## src/rtl/pipe_pkg.sv

```systemverilog
// Shared definitions for the skid-buffered pipeline stage register.
// State encoding doubles as the entry count (EMPTY=0, ONE=1, FULL=2).
package pipe_pkg;

  localparam int DEF_INSTR_W = 32;
  localparam int DEF_PC_W    = 32;

  localparam logic [1:0] ST_EMPTY = 2'd0;
  localparam logic [1:0] ST_ONE   = 2'd1;
  localparam logic [1:0] ST_FULL  = 2'd2;

  // addi x0,x0,0
  localparam logic [31:0] NOP_INSTR = 32'h0000_0013;

  typedef struct packed {
    logic [DEF_INSTR_W-1:0] instruction;
    logic [DEF_PC_W-1:0]    pc;
    logic [DEF_PC_W-1:0]    pc_plus_4;
  } payload_t;

  function automatic logic [31:0] sat_inc(input logic [31:0] v);
    return (v == 32'hFFFF_FFFF) ? v : v + 32'd1;
  endfunction

endpackage

```

## src/rtl/stage_payload_reg.sv

```systemverilog
// Width-parametrised payload register with synchronous reset and load enable.
module stage_payload_reg #(
  parameter int W = 96
) (
  input  logic         clk,
  input  logic         reset,
  input  logic         ld_i,
  input  logic [W-1:0] d_i,
  output logic [W-1:0] q_o
);

  logic [W-1:0] data_q;

  always_ff @(posedge clk) begin
    if (reset)     data_q <= '0;
    else if (ld_i) data_q <= d_i;
  end

  assign q_o = data_q;

endmodule

```

## src/rtl/pipe_stage_skid.sv

```systemverilog
// Inter-stage pipeline register with valid/ready handshake and a 2-entry skid buffer.
// Optional perf counters are enabled by defining PIPE_STAGE_PERF_EN.
module pipe_stage_skid #(
  parameter int                 INSTR_W   = 32,
  parameter int                 PC_W      = 32,
  parameter logic [INSTR_W-1:0] NOP_INSTR = INSTR_W'(pipe_pkg::NOP_INSTR)
) (
  input  logic               clk,
  input  logic               reset,
  input  logic               flush_i,
  input  logic               up_valid_i,
  output logic               up_ready_o,
  input  logic [INSTR_W-1:0] instruction_i,
  input  logic [PC_W-1:0]    pc_i,
  input  logic [PC_W-1:0]    pc_plus_4_i,
  output logic               dn_valid_o,
  input  logic               dn_ready_i,
  output logic [INSTR_W-1:0] instruction_o,
  output logic [PC_W-1:0]    pc_o,
  output logic [PC_W-1:0]    pc_plus_4_o,
  output logic [1:0]         occupancy_o,
  output logic [31:0]        stall_cnt_o,
  output logic [31:0]        flush_cnt_o
);

  localparam int PW = INSTR_W + 2 * PC_W;

  typedef struct packed {
    logic [INSTR_W-1:0] instruction;
    logic [PC_W-1:0]    pc;
    logic [PC_W-1:0]    pc_plus_4;
  } stage_pay_t;

  logic [1:0] state_q, state_d;
  logic       accept, emit;
  logic       main_ld, skid_ld;
  stage_pay_t in_pay, main_d, main_q, skid_q;

  assign in_pay.instruction = instruction_i;
  assign in_pay.pc          = pc_i;
  assign in_pay.pc_plus_4   = pc_plus_4_i;

  // Ready depends on state only, so no ready chain runs through this stage.
  assign up_ready_o  = (state_q != pipe_pkg::ST_FULL);
  assign dn_valid_o  = (state_q != pipe_pkg::ST_EMPTY);
  assign occupancy_o = state_q;

  assign accept = up_valid_i & up_ready_o;
  assign emit   = dn_valid_o & dn_ready_i;

  always_comb begin
    state_d = state_q;
    main_ld = 1'b0;
    skid_ld = 1'b0;
    main_d  = in_pay;
    if (flush_i) begin
      state_d = pipe_pkg::ST_EMPTY;
    end else begin
      case (state_q)
        pipe_pkg::ST_EMPTY: begin
          if (accept) begin
            state_d = pipe_pkg::ST_ONE;
            main_ld = 1'b1;
          end
        end
        pipe_pkg::ST_ONE: begin
          if (accept && emit) begin
            main_ld = 1'b1;
          end else if (accept) begin
            state_d = pipe_pkg::ST_FULL;
            skid_ld = 1'b1;
          end else if (emit) begin
            state_d = pipe_pkg::ST_EMPTY;
          end
        end
        pipe_pkg::ST_FULL: begin
          if (emit) begin
            state_d = pipe_pkg::ST_ONE;
            main_ld = 1'b1;
            main_d  = skid_q;
          end
        end
        default: state_d = pipe_pkg::ST_EMPTY;
      endcase
    end
  end

  always_ff @(posedge clk) begin
    if (reset) state_q <= pipe_pkg::ST_EMPTY;
    else       state_q <= state_d;
  end

  stage_payload_reg #(.W(PW)) u_main (
    .clk   (clk),
    .reset (reset),
    .ld_i  (main_ld),
    .d_i   (main_d),
    .q_o   (main_q)
  );

  stage_payload_reg #(.W(PW)) u_skid (
    .clk   (clk),
    .reset (reset),
    .ld_i  (skid_ld),
    .d_i   (in_pay),
    .q_o   (skid_q)
  );

  // Invalid entries keep their data; only the instruction is masked.
  assign instruction_o = dn_valid_o ? main_q.instruction : NOP_INSTR;
  assign pc_o          = main_q.pc;
  assign pc_plus_4_o   = main_q.pc_plus_4;

`ifdef PIPE_STAGE_PERF_EN
  logic [31:0] stall_cnt_q, flush_cnt_q;

  always_ff @(posedge clk) begin
    if (reset) begin
      stall_cnt_q <= '0;
      flush_cnt_q <= '0;
    end else begin
      if (dn_valid_o && !dn_ready_i)
        stall_cnt_q <= pipe_pkg::sat_inc(stall_cnt_q);
      if (flush_i && (occupancy_o != 2'd0))
        flush_cnt_q <= pipe_pkg::sat_inc(flush_cnt_q);
    end
  end

  assign stall_cnt_o = stall_cnt_q;
  assign flush_cnt_o = flush_cnt_q;
`else
  assign stall_cnt_o = 32'd0;
  assign flush_cnt_o = 32'd0;
`endif

endmodule

```

## config.mk

```make
export PLATFORM = sky130hd
export DESIGN_NAME = pipe_stage_skid
export DESIGN_NICKNAME = d
export VERILOG_FILES = /design/src/rtl/pipe_pkg.sv /design/src/rtl/stage_payload_reg.sv /design/src/rtl/pipe_stage_skid.sv
export SDC_FILE = /design/constraint.sdc
export NUM_CORES = 1
export LEC_CHECK = 0
export CAP_MARGIN = 5
export CORE_AREA = 10 10 195 197
export DETAILED_ROUTE_END_ITERATION = 10
export DIE_AREA = 0 0 205 207
export SETUP_SLACK_MARGIN = 0.4
export SLEW_MARGIN = 20
export SYNTH_ARGS = -nofsm -noshare
export SYNTH_HDL_FRONTEND = slang
export SYNTH_SLANG_ARGS = --single-unit
```

## constraint.sdc

```tcl
create_clock -name clk -period 2.1 [get_ports clk]
set_clock_uncertainty 0.05 [all_clocks]
set_input_delay 0.42 -clock clk [delete_from_list [all_inputs] [get_ports clk]]
set_output_delay 0.42 -clock clk [all_outputs]
set_load 0.01 [all_outputs]
```

==> results.md <==
* Outcome: finished clean
* Per-cell routed wire length at approximately 22 µm
* Avg Inst Size Synth at 9.19 µm²
* Final Instance Area at ~0.014 mm²
* Slew HR at 55.7%
* Slowest library cell on the worst path: dfxtp_4
* R2R cell count at 9
* Hpwl dp at between 20000 and 25000 µm
* Placed cells at ~1600
* Period utilization at between 90% and 100%
* M3 GR Usage at ~3.4%
* Final hold slack at roughly 0.4 ns
* Initial antenna violation count at 1
* Largest net degree at the start of global routing at 72
* Mapped Area at 0.0101 mm²
* Worst Path Max Fanout at 6
* Post-synthesis cell type count at 28
* NumNets Final at 1329
* Core area at roughly 0.034 mm²
* Hold/Removal Path Class: primary input to flop
* Critical path type: flop to output port
* Critical path, cell by cell: nor2_4 > buf_12 > buf_12 > buf_16 > nor2b_1 > buf_2
* R2R Path Start: occupancy_o[0]
* Post-synthesis sequential area ratio at 38.5%
* RR Endpoint: u_main.q_o[76]
* Worst-skew pair later-pin latency at 0.44 ns
* Congestion Overflow GR at 0
* CP Data Arrival Time at between 1.5 and 2 ns
* Hold Path End: u_skid.q_o[87]
* Number of iterations in the first detailed-routing pass at 5
* Clk buf depth at 2
* I/O Buffers at 200
* Final Non-Filler Cells at between 1500 and 2000
* P&R area growth vs syn at 41.1%
* Critical path origin: occupancy_o[1]
* Final hold vios at 0
* R2r setup slk at between 0.1 and 0.15 ns
* Yosys warns at 0
* CTS Sinks at around 190
* Starting DRC count in detailed routing at 650
* Initial Utilization at between 20% and 30%
* Max-slew violation count at 0
* Tmin final at around 2.0 ns
* VDD IR max at 0.525 mV
* CP Data Required Time at between 1.5 and 2 ns
* CTS tree: done
* Leakage at approximately 5 nW
* GR Util met1 at approximately a fifth
* Share of cells above drive strength 1 at 23.5%
* H-tree depth at 4
* CTS Buf Count at 17
* Worst path max stage delay at between 0.3 and 0.4 ns
* # IOs at ~270
* Ranking of synthesized cells by area: dfxtp_1 (39%), a311oi_1 (17%), buf_4 (9.7%), mux2i_1 (9.6%), a21oi_1 (4.8%)
* Via count at ~9000
* Clock transition at the registers of the reported paths at ~0.070 ns
* Final setup viols at 0
* Routed Antenna Nets at 0
* Die H at roughly 210 µm
* PD cells at approximately 610 mW/mm²
* First-pass GRT wire length at roughly 53000 µm
* GRT Util Overall at about 16%
* Number of global-route vias before repair at 8605
* Yosys top cell area share at between 30 and 40%
* Worst Tran Pin Value at 0.665 ns
* Hold depth at 2
* Grt met2 use at approximately 25%
* CTS root buf: clkbuf_16
* Die width at 205 µm
* Final GP Congestion at 0.757
* Inserted Diodes at 0
* Final core occ at 41.7%
* Startpoint Class: flop
* Syn Inst Count at 1097
* Max-cap viol count at 0
* Yosys top cell by area: dfxtp_1
* Most used routing layer: met2
* Fmax at ~510 MHz
* RSZ-0062 raised after global routing: true
* Vias per Instance at about 5.4
* WL final at around 38000 µm
* Post-route DRC at 0
* Post-CTS Hold Fix Bufs at 0
* HP Start: reset
* Most frequent CP cell: buf_12
* DP Area at 0.0119 mm²
* Die area at about 0.042 mm²
* Crit end category: output port
* Yosys reg bits at ~190
* Num rows at between 60 and 70
cells in the mapped netlist:
master	count
clkbuf_1	88
a311oi_1	192
dfxtp_1	194
a21oi_1	97
buf_6	6
nand2_1	2
mux2i_1	97
o21ai_1	32
nor2_4	1
nand3_1	96
inv_1	2
a2111oi_0	1
buf_2	33
and4bb_1	1
nor2b_1	31
nor4bb_1	1
buf_4	130
or3b_2	1
nand4bb_1	1
nand2b_1	2
or2_2	3
conb_1	1
o21ai_0	64
o21a_1	1
a22o_1	1
buf_1	6
nor2_1	3
buf_12	10
power by group:
part           internal [mW]  switching (mW)  total (mW)
combinational          0.669           0.794        1.46
clock                   1.67            1.57        3.24
sequential              3.83          0.0839        3.91
cells in the final DEF, fill, tap and decap left out, types with 15 or more instances in the layout:
cell type / count
a21oi_1: 72
a21oi_2: 25
a311oi_1: 186
buf_12: 32
buf_16: 23
buf_4: 20
buf_6: 49
buf_8: 15
clkbuf_16: 26
clkdlybuf4s50_1: 97
conb_1: 64
dfxtp_1: 192
dlygate4sd2_1: 64
mux2i_1: 84
nand3_1: 74
nand3_2: 22
nor2b_4: 18
o21ai_0: 64
o21ai_1: 32
critical path, delay by kind of cell (launching register included):
kind	cells	cell delay [ns]
buffers and inverters	4	0.50
AND/OR/NAND/NOR	2	0.20
flip-flops	1	0.36
area by class of cell:
class                      instances  area [µm²]
fill                            3311       19900
multi-input combinational        691        5170
timing repair buffer             322        4020
sequential                       194        3890
tap                              455         569
clock buffer                      20         447
clock inverter                    12         108
inverter                           2        20.0
sequential cells by signal (all words and copies together), names as in the netlist:
signal       flops
u_skid.q_o      96
occupancy_o      2
u_main.q_o      96
what timing repair did:
item,4_1_cts,5_1_grt
cloned,19,14
endpoints found under the setup margin,161,228
gates resized for setup,313,122
endpoints found under the hold margin,0,0
pin swaps,43,93
buffers inserted,19,14
logic make-up after synthesis:
group                  count (synthesis)  share of synthesized area, %
AOI/OAI and AO/OA                    388                          26.5
muxes                                 97                          9.63
DFF                                  194                          38.5
and+or+nand+nor                      142                          7.72
other                                  1                        0.0372
buffers and inverters                275                          17.6
worst max-delay path by stage:
stage                        end  cells past startpoint
2_1_floorplan      u_main.q_o[0]                      6
3_3_place_gp      u_skid.q_o[49]                      6
3_5_place_dp      u_main.q_o[53]                      6
4_1_cts        instruction_o[31]                      6
5_1_grt        instruction_o[30]                      6
6_report       instruction_o[31]                      6
layer usage:
layer,vias to the layer above,routed length [µm],part of all wire (%)
li1,4256,-,-
met1,4569,16200,43
met2,350,18700,49
met3,33,2380,6.3
met4,2,539,1.4
met5,-,8,0.021
through the flow:
step	total power, mW	TNS [ns]	setup slack, ns
2_1_floorplan	4.84	0	0.446
3_3_place_gp	5.32	-0.100	-0.0260
3_5_place_dp	5.33	-5.73	-0.0718
4_1_cts	8.58	0	0.102
5_1_grt	8.93	0	0.0535
6_report	8.61	0	0.122
Power figures use the tool's default switching activity.
